File: src/rtl/ram_stream_reader_if.sv
// Bundle of request, RAM read-port and byte-stream signals for ram_stream_reader.
// The reader itself uses the master view. The environment drives the
// request, RAM data and stream ready through the slave view.
interface ram_stream_reader_if;

    // Request side
    logic         start;
    logic [11:0]  base_addr;
    logic [11:0]  word_count;

    // Vector RAM read port (synchronous read, one cycle latency)
    logic [11:0]  ram_address;
    logic [127:0] ram_q;

    // Byte stream
    logic [7:0]   byte_out;
    logic         byte_valid;
    logic         byte_ready;

    // Status
    logic         busy;
    logic         done;

    modport master (
        input  start,
        input  base_addr,
        input  word_count,
        input  ram_q,
        input  byte_ready,
        output ram_address,
        output byte_out,
        output byte_valid,
        output busy,
        output done
    );

    modport slave (
        output start,
        output base_addr,
        output word_count,
        output ram_q,
        output byte_ready,
        input  ram_address,
        input  byte_out,
        input  byte_valid,
        input  busy,
        input  done
    );

endinterface

File: src/rtl/ram_stream_reader.sv
// ram_stream_reader: reads a run of 128-bit words from a vector RAM and
// streams each word out little-endian, one byte per valid/ready transfer.
// Every output is a flop, so consumers see glitch-free handshake and status.
module ram_stream_reader (
    input  logic               clk,
    input  logic               reset,
    ram_stream_reader_if.master bus
);

    typedef enum logic [2:0] {
        ST_IDLE,
        ST_ISSUE,
        ST_WAIT,
        ST_SEND,
        ST_DONE
    } state_t;

    state_t         state_q, state_d;
    logic [11:0]    addr_q, addr_d;
    logic [11:0]    remaining_q, remaining_d;
    logic [127:0]   buffer_q, buffer_d;
    logic [3:0]     idx_q, idx_d;
    logic [11:0]    ram_address_q, ram_address_d;
    logic [7:0]     byte_out_q, byte_out_d;
    logic           byte_valid_q, byte_valid_d;
    logic           busy_q, busy_d;
    logic           done_q, done_d;

    logic           transfer;
    logic [3:0]     idx_next;
    logic [11:0]    addr_next;

    assign transfer  = byte_valid_q & bus.byte_ready;
    assign idx_next  = idx_q + 4'd1;
    assign addr_next = addr_q + 12'd1;

    // Next-state and next-output logic; outputs are derived from the state
    // being entered so they line up with the registered state.
    always_comb begin
        state_d       = state_q;
        addr_d        = addr_q;
        remaining_d   = remaining_q;
        buffer_d      = buffer_q;
        idx_d         = idx_q;
        ram_address_d = ram_address_q;
        byte_out_d    = byte_out_q;

        case (state_q)
            ST_IDLE: begin
                if (bus.start) begin
                    addr_d      = bus.base_addr;
                    remaining_d = bus.word_count;
                    if (bus.word_count == 12'd0) begin
                        state_d = ST_DONE;
                    end else begin
                        ram_address_d = bus.base_addr;
                        state_d       = ST_ISSUE;
                    end
                end
            end

            ST_ISSUE: begin
                ram_address_d = addr_q;
                state_d       = ST_WAIT;
            end

            ST_WAIT: begin
                buffer_d   = bus.ram_q;
                idx_d      = 4'd0;
                byte_out_d = bus.ram_q[7:0];
                state_d    = ST_SEND;
            end

            ST_SEND: begin
                if (transfer) begin
                    if (idx_q != 4'd15) begin
                        idx_d      = idx_next;
                        byte_out_d = buffer_q[{idx_next, 3'b000} +: 8];
                    end else begin
                        remaining_d = remaining_q - 12'd1;
                        if (remaining_q != 12'd1) begin
                            addr_d        = addr_next;
                            ram_address_d = addr_next;
                            state_d       = ST_ISSUE;
                        end else begin
                            state_d = ST_DONE;
                        end
                    end
                end
            end

            ST_DONE: begin
                state_d = ST_IDLE;
            end

            default: begin
                state_d = ST_IDLE;
            end
        endcase

        byte_valid_d = (state_d == ST_SEND);
        busy_d       = (state_d == ST_ISSUE) || (state_d == ST_WAIT) || (state_d == ST_SEND);
        done_d       = (state_d == ST_DONE);
    end

    // State and output registers; synchronous reset abandons any word in flight.
    always_ff @(posedge clk) begin
        if (reset) begin
            state_q       <= ST_IDLE;
            addr_q        <= 12'd0;
            remaining_q   <= 12'd0;
            buffer_q      <= 128'd0;
            idx_q         <= 4'd0;
            ram_address_q <= 12'd0;
            byte_out_q    <= 8'd0;
            byte_valid_q  <= 1'b0;
            busy_q        <= 1'b0;
            done_q        <= 1'b0;
        end else begin
            state_q       <= state_d;
            addr_q        <= addr_d;
            remaining_q   <= remaining_d;
            buffer_q      <= buffer_d;
            idx_q         <= idx_d;
            ram_address_q <= ram_address_d;
            byte_out_q    <= byte_out_d;
            byte_valid_q  <= byte_valid_d;
            busy_q        <= busy_d;
            done_q        <= done_d;
        end
    end

    assign bus.ram_address = ram_address_q;
    assign bus.byte_out    = byte_out_q;
    assign bus.byte_valid  = byte_valid_q;
    assign bus.busy        = busy_q;
    assign bus.done        = done_q;

endmodule

File: src/flat_wrapper.sv
// flat-port wrapper written by rule: the top's interface ports become plain ports
module ram_stream_reader_flat 
  (clk, reset, bus_start, bus_base_addr, bus_word_count, bus_ram_q, bus_byte_ready, bus_ram_address, bus_byte_out, bus_byte_valid, bus_busy, bus_done);
  ram_stream_reader_if bus_i ();
  input  logic clk;
  input  logic reset;
  input wire logic [$bits(bus_i.start)-1:0] bus_start;
  input wire logic [$bits(bus_i.base_addr)-1:0] bus_base_addr;
  input wire logic [$bits(bus_i.word_count)-1:0] bus_word_count;
  input wire logic [$bits(bus_i.ram_q)-1:0] bus_ram_q;
  input wire logic [$bits(bus_i.byte_ready)-1:0] bus_byte_ready;
  output wire logic [$bits(bus_i.ram_address)-1:0] bus_ram_address;
  output wire logic [$bits(bus_i.byte_out)-1:0] bus_byte_out;
  output wire logic [$bits(bus_i.byte_valid)-1:0] bus_byte_valid;
  output wire logic [$bits(bus_i.busy)-1:0] bus_busy;
  output wire logic [$bits(bus_i.done)-1:0] bus_done;
  assign bus_i.start = bus_start;
  assign bus_i.base_addr = bus_base_addr;
  assign bus_i.word_count = bus_word_count;
  assign bus_i.ram_q = bus_ram_q;
  assign bus_i.byte_ready = bus_byte_ready;
  assign bus_ram_address = bus_i.ram_address;
  assign bus_byte_out = bus_i.byte_out;
  assign bus_byte_valid = bus_i.byte_valid;
  assign bus_busy = bus_i.busy;
  assign bus_done = bus_i.done;
  ram_stream_reader u_core (.clk(clk), .reset(reset), .bus(bus_i));
endmodule
File: config.mk
export PLATFORM = sky130hd
export DESIGN_NAME = ram_stream_reader_flat
export DESIGN_NICKNAME = d
export VERILOG_FILES = /design/src/rtl/ram_stream_reader_if.sv /design/src/rtl/ram_stream_reader.sv /design/src/flat_wrapper.sv
export SDC_FILE = /design/constraint.sdc
export NUM_CORES = 1
export LEC_CHECK = 0
export CAP_MARGIN = 20
export CORE_MARGIN = 8
export CORE_UTILIZATION = 56
export DETAILED_ROUTE_END_ITERATION = 16
export PLACE_DENSITY = 0.86
export SETUP_SLACK_MARGIN = 0.05
export SLEW_MARGIN = 20
export SYNTH_ARGS = -nofsm -noshare
export SYNTH_HDL_FRONTEND = slang
export SYNTH_SLANG_ARGS = --single-unit
File: constraint.sdc
create_clock -name clk -period 3.72 [get_ports clk]
set_clock_uncertainty 0.2 [all_clocks]
set_input_delay 1.116 -clock clk [delete_from_list [all_inputs] [get_ports clk]]
set_output_delay 1.116 -clock clk [all_outputs]
set_load 0.02 [all_outputs]
# [Word-level counts from Yosys, hierarchy flattened]
# Index checks and enable logic that the tools add are counted.
[classes] shift=1 muxes=24 addsub=3 n_bitwise=1 n_reduce_logical=11 eq_ne=15
[op_table] cell="$shiftx 128x8->8" count=1
[op_table] cell="$mux 12" count=9
[op_table] cell="$pmux 12 s2" count=2
[op_table] cell="$pmux 12 s3" count=1
[op_table] cell="$mux 8" count=2
[op_table] cell="$pmux 8 s2" count=1
[op_table] cell="$mux 3" count=5
[op_table] cell="$add 12x1->12 const B" count=1
[op_table] cell="$eq 3x2->1 const B" count=4
[op_table] cell="$logic_not 12->1" count=1
[op_table] cell="$ne 12x1->1 const B" count=1
[op_table] cell="$pmux 3 s4" count=1
[op_table] cell="$sub 12x1->12 const B" count=1
[op_table] cell="$mux 4" count=2
[op_table] cell="$pmux 4 s2" count=1
[op_table] cell="$eq 3x1->1 const B" count=2
[op_table] cell="$ne 2x1->1 const B" count=3
[op_table] cell="$ne 2x2->1 const B" count=3
[op_table] cell="$reduce_and 6->1" count=1
[op_table] cell="$reduce_and 5->1" count=1
[op_table] cell="$add 4x1->4 const B" count=1
[op_table] cell="$ne 4x4->1 const B" count=1
[op_table] cell="$reduce_and 4->1" count=1
[op_table] cell="$reduce_bool 2->1" count=2
[op_table] cell="other kinds (6)" count=7
[word_totals] inputBits=156 out_inout_bits=23 wordCells=65 reg_bits=182

# [Longest topological paths before layout]
[depth] word_depth=8 ltp_mapped=8 ltp_nobuf=7

# [Least setup slack after synthesis]
# OpenSTA, ideal clock, no wires.
[synth_timing] path_type="input-to-reg" from="in bus_word_count[2]" to="reg u_core.ram_address_q[7], in the netlist u_core.bus.ram_address[7]" n_path_buf=0 stages=5 setup_slack_ns=1.085 setup_ns=0.121 required_time_ns=3.399 arrival_time_ns=2.314 path_cell_list="nor4_1 -> a31oi_1 -> o21ba_2 -> nand2_4 -> mux2_4"
[synth_between] elab_chain_len=3
[synth_lines] item="start, declared" line_no="flat_wrapper.sv:9" rtl="input wire logic [$bits(bus_i.word_count)-1:0] bus_word_count;"
[synth_lines] item="$logic_not 12->1" line_no="ram_stream_reader.sv:53" rtl="if (bus.word_count == 12'd0) begin"
[synth_lines] item="$ne 2x2->1 (no line)"
[synth_lines] item="$reduce_and 6->1 (no line)"
[synth_lines] item="end signal, assigned" line_no="ram_stream_reader.sv:125" rtl="ram_address_q <= ram_address_d;"
[synth_lines] item="end, declared" line_no="ram_stream_reader.sv:23" rtl="logic [11:0] ram_address_q, ram_address_d;"
# Every way passes these cells.
# A chain may end at the register's enable or synchronous reset.

# [Final worst setup path]
[layout_timing] from="in bus_word_count[2]" to="reg u_core.ram_address_q[9], in the netlist u_core.bus.ram_address[9]"
# Same word-level chain as after synthesis.

==> summary.log <==
INFO  sta            highest_clock_frequency_the_design_can_meet=0.335GHz
INFO  cts            clock_root_buffer_master=sky130_fd_sc_hd__clkbuf_16
INFO  cts            cts.repair_timing.setup_buffer_count=0
INFO  synth          synth_top_flop_cell=sky130_fd_sc_hd__dfxtp_1
INFO  sta            timing_worst_slew_pin_value=0.959ns
INFO  place          place.port_buffers=178
INFO  critical_path  worst_path_slowest_cell=sky130_fd_sc_hd__nor4_1
INFO  finish         area_of_the_multi_input_gates=0.00459sqmm
INFO  sta            postLayoutSetupSlackWorst=0.735ns
INFO  critical_path  path_class=input port to register
INFO  place          pre_cts_slack=0.311ns
INFO  route          num_vias=8,192
INFO  route          post_detailed_route_via_to_cell_ratio=5.88
INFO  synth          yosysUniqueCellTypes=62
INFO  cts            cts.clk_slew.worst_paths=0.07ns
INFO  synth          post-synth-top-count-cell=sky130_fd_sc_hd__nand2_1
INFO  global_route   grt_usage=24.8%
INFO  critical_path  max_stage_delay=0.55ns
INFO  global_route   grt_start_max_net_pins=129
INFO  cts            clock_tree.buffer_depth=2
INFO  route          detail-route-antenna-nets=0
INFO  place          hpwlAfterDp=16,900um
INFO  synth          cell_area_synth=0.00858sqmm
INFO  finish         n_fill_cell=1,140
INFO  floorplanning  floorplan.die.width=140um
INFO  outcome        outcome=finished, final reports clean
INFO  cts            cts_hold_buf=0
INFO  finish         area_growth=28.5%
INFO  route          routed_wl=24,700um
INFO  route          drc=0
INFO  power          power_density=427mW/mm^2
INFO  cts            clock_latency_late_sink=0.43ns
INFO  cts            htreeDepth=4
INFO  sta            final-setup-viol-count=0
INFO  route          drt-wirelength-per-cell=17.7um
INFO  finish         post-route-cell-area=0.0110sqmm
INFO  hold_path      hold_path_class=register to register
INFO  sta            final-max-slew-violation-count=0
INFO  flow_run       maxCapViolCount=0
INFO  global_route   vias_in_the_first_global_route=7,789
INFO  global_route   initial_antenna_violation_count=0
INFO  sta            final_hold_viol_count=0
INFO  synth          synth.cells.most_frequent=300 x sky130_fd_sc_hd__nand2_1, 182 x sky130_fd_sc_hd__dfxtp_1, 171 x sky130_fd_sc_hd__a21oi_1, 62 x sky130_fd_sc_hd__clkbuf_1
INFO  synth          synth.yosys.seq_area_share=42.5%
INFO  finish         final_net_count=1,352
INFO  critical_path  cp-end-kind=register
INFO  synth          postSynthCellCount=1,062
INFO  floorplanning  initial_utilization=56.8%
INFO  synth          post_synthesis_async_set_or_reset_flop_share=0%
INFO  synth          register_bit_count_reported_by_yosys=182
INFO  synth          ys.warnings.count=0
INFO  cts            cts_sinks=182
INFO  critical_path  path_cells=clkdlybuf4s50_1 -> nor4_1 -> a31oi_1 -> o21ba_2 -> nand2_4 -> mux2_4
INFO  floorplanning  core_area=0.0151sqmm
INFO  finish         drive_gt1_share=8.96%
INFO  place          detailed_place.area=0.0104sqmm
INFO  synth          synthesis.nets=1,222
INFO  floorplanning  die_height=140um
INFO  critical_path  path_delay_family=simple AND/OR/NAND/NOR gates
INFO  sta            grt_setup_unrepaired=false
INFO  finish         sequential_cell_area=0.00364sqmm
INFO  global_route   globalRouteOverflowTotal=0
INFO  sta            timing.final.crit_share=80.2%
INFO  synth          synth.avg_cell_area=8.08squm
INFO  synth          synth_area_leader_cell=sky130_fd_sc_hd__dfxtp_1
INFO  critical_path  crit_fanout=7
INFO  power          cellLeakagePower=3.83nW
INFO  floorplanning  fp.dieArea=0.0195sqmm
INFO  critical_path  critPathLaunchType=input port
INFO  power          irDropWorstVdd=0.000375V
INFO  synth          ys_top_cells_by_area=sky130_fd_sc_hd__dfxtp_1 42%, sky130_fd_sc_hd__nand2_1 13%, sky130_fd_sc_hd__a21oi_1 10%
INFO  cts            cts_tree=built
INFO  sta            slew-limit-headroom=36.1%
INFO  cts            post_cts_resized=0
INFO  sta            hold_slack_final=0.253ns
INFO  sta            finalCriticalPeriod=2.99ns
INFO  finish         antenna-diode-count=0
INFO  synth          synthDominantCellAreaShare=42.5%
INFO  critical_path  cp.buffers_inverters=1
INFO  critical_path  arrival_time_of_data_at_the_critical_path_endpoint=3.10ns
INFO  route          firstDrtPassIters=6
INFO  floorplanning  std_cell_rows=45
INFO  route          drt_iter0_markers=782
INFO  cts            numCtsBuffers=17
INFO  synth          synth_edf_count=0
INFO  critical_path  data_required_time_at_the_worst_endpoint=3.83ns
INFO  global_route   grt_first_pass_wirelength=39,400um
INFO  place          gp_congestion=0.929
INFO  floorplanning  ios=179
INFO  sta            timing.setup.tns=0ns
==> final cells by class <==
class                      instances  share of cell area, %
timing repair buffer             195                   17.7
tap                              188                   2.13
clock buffer                      22                   4.30
sequential                       182                   33.1
inverter                           5                  0.170
clock inverter                    10                  0.988
multi-input combinational        791                   41.7
==> per-layer routing <==
metal / wire (um) / part of all wire (%) / GRT usage, % / vias to the layer above
met5: 0 / 0 / 0 / -
met4: 544 / 2.2 / 7.89 / 0
met3: 1870 / 7.6 / 6.67 / 49
met2: 12000 / 49 / 41.3 / 341
met1: 10300 / 42 / 30.8 / 3850
li1: - / - / - / 3952
==> cells by family after synthesis <==
kind of cell	synth area share, %
flops	42.5
xor+xnor	0.919
compound gates	18.2
simple gates	22.6
buf+inv	4.33
mux	10.9
fa+ha+maj	0.584
==> placed cells by master, fill, tap and decap left out, drive strengths merged, types with 5 or more instances in the layout <==
| master | instances |
|---|---|
| a211oi | 8 |
| a21oi | 171 |
| a311oi | 5 |
| a31oi | 8 |
| and2 | 10 |
| buf | 18 |
| clkbuf | 22 |
| clkdlybuf4s50 | 177 |
| dfxtp | 182 |
| inv | 10 |
| mux2 | 9 |
| mux2i | 8 |
| mux4 | 33 |
| nand2 | 302 |
| nand2b | 10 |
| nand3 | 21 |
| nand4 | 6 |
| nor2 | 53 |
| nor2b | 7 |
| nor3 | 10 |
| nor4 | 8 |
| o21ai | 53 |
| o31ai | 6 |
| or3 | 7 |
| xor2 | 6 |
==> registers in the layout (all words and copies together) (netlist names) <==
name / cells
u_core.bus.byte_out: 8
u_core.addr_q: 12
u_core.bus.done: 1
u_core.buffer_q: 128
u_core.bus.busy: 1
u_core.bus.ram_address: 12
u_core.idx_q: 4
u_core.bus.byte_valid: 1
u_core.state_q: 3
u_core.remaining_q: 12
==> tightest hold or removal path, stage by stage (launching register included) <==
cell and delay, ns:
sky130_fd_sc_hd__dfxtp_1 0.31, sky130_fd_sc_hd__nand2_1 0.05, sky130_fd_sc_hd__a21oi_1 0.05
==> per-stage QoR <==
stage	power, mW	utilization [%]	instances
2_1_floorplan	2.61	-	1062
3_3_place_gp	2.94	69.2	1361
3_5_place_dp	2.96	69.2	1361
4_1_cts	4.71	73.1	1393
5_1_grt	4.88	73.1	1393
6_report	4.71	73.1	1393
==> final timing paths <==
check | start | slack, ns | cells past startpoint | endpoint
worst max-delay path | bus_word_count[2] | 0.73 | 6 | u_core.bus.ram_address[9]
worst min register to register | u_core.buffer_q[50] | 0.25 | 2 | u_core.buffer_q[50]
worst max register to register | u_core.state_q[1] | 0.93 | 5 | u_core.addr_q[4]
worst min-delay path | u_core.buffer_q[50] | 0.25 | 2 | u_core.buffer_q[50]
==> where the power goes <==
part	internal, mW	switching (mW)
Sequential	2.07	0.0908
Clock	0.992	0.786
Combinational	0.374	0.393
Total	3.44	1.27
Power figures use the tool's default switching activity.
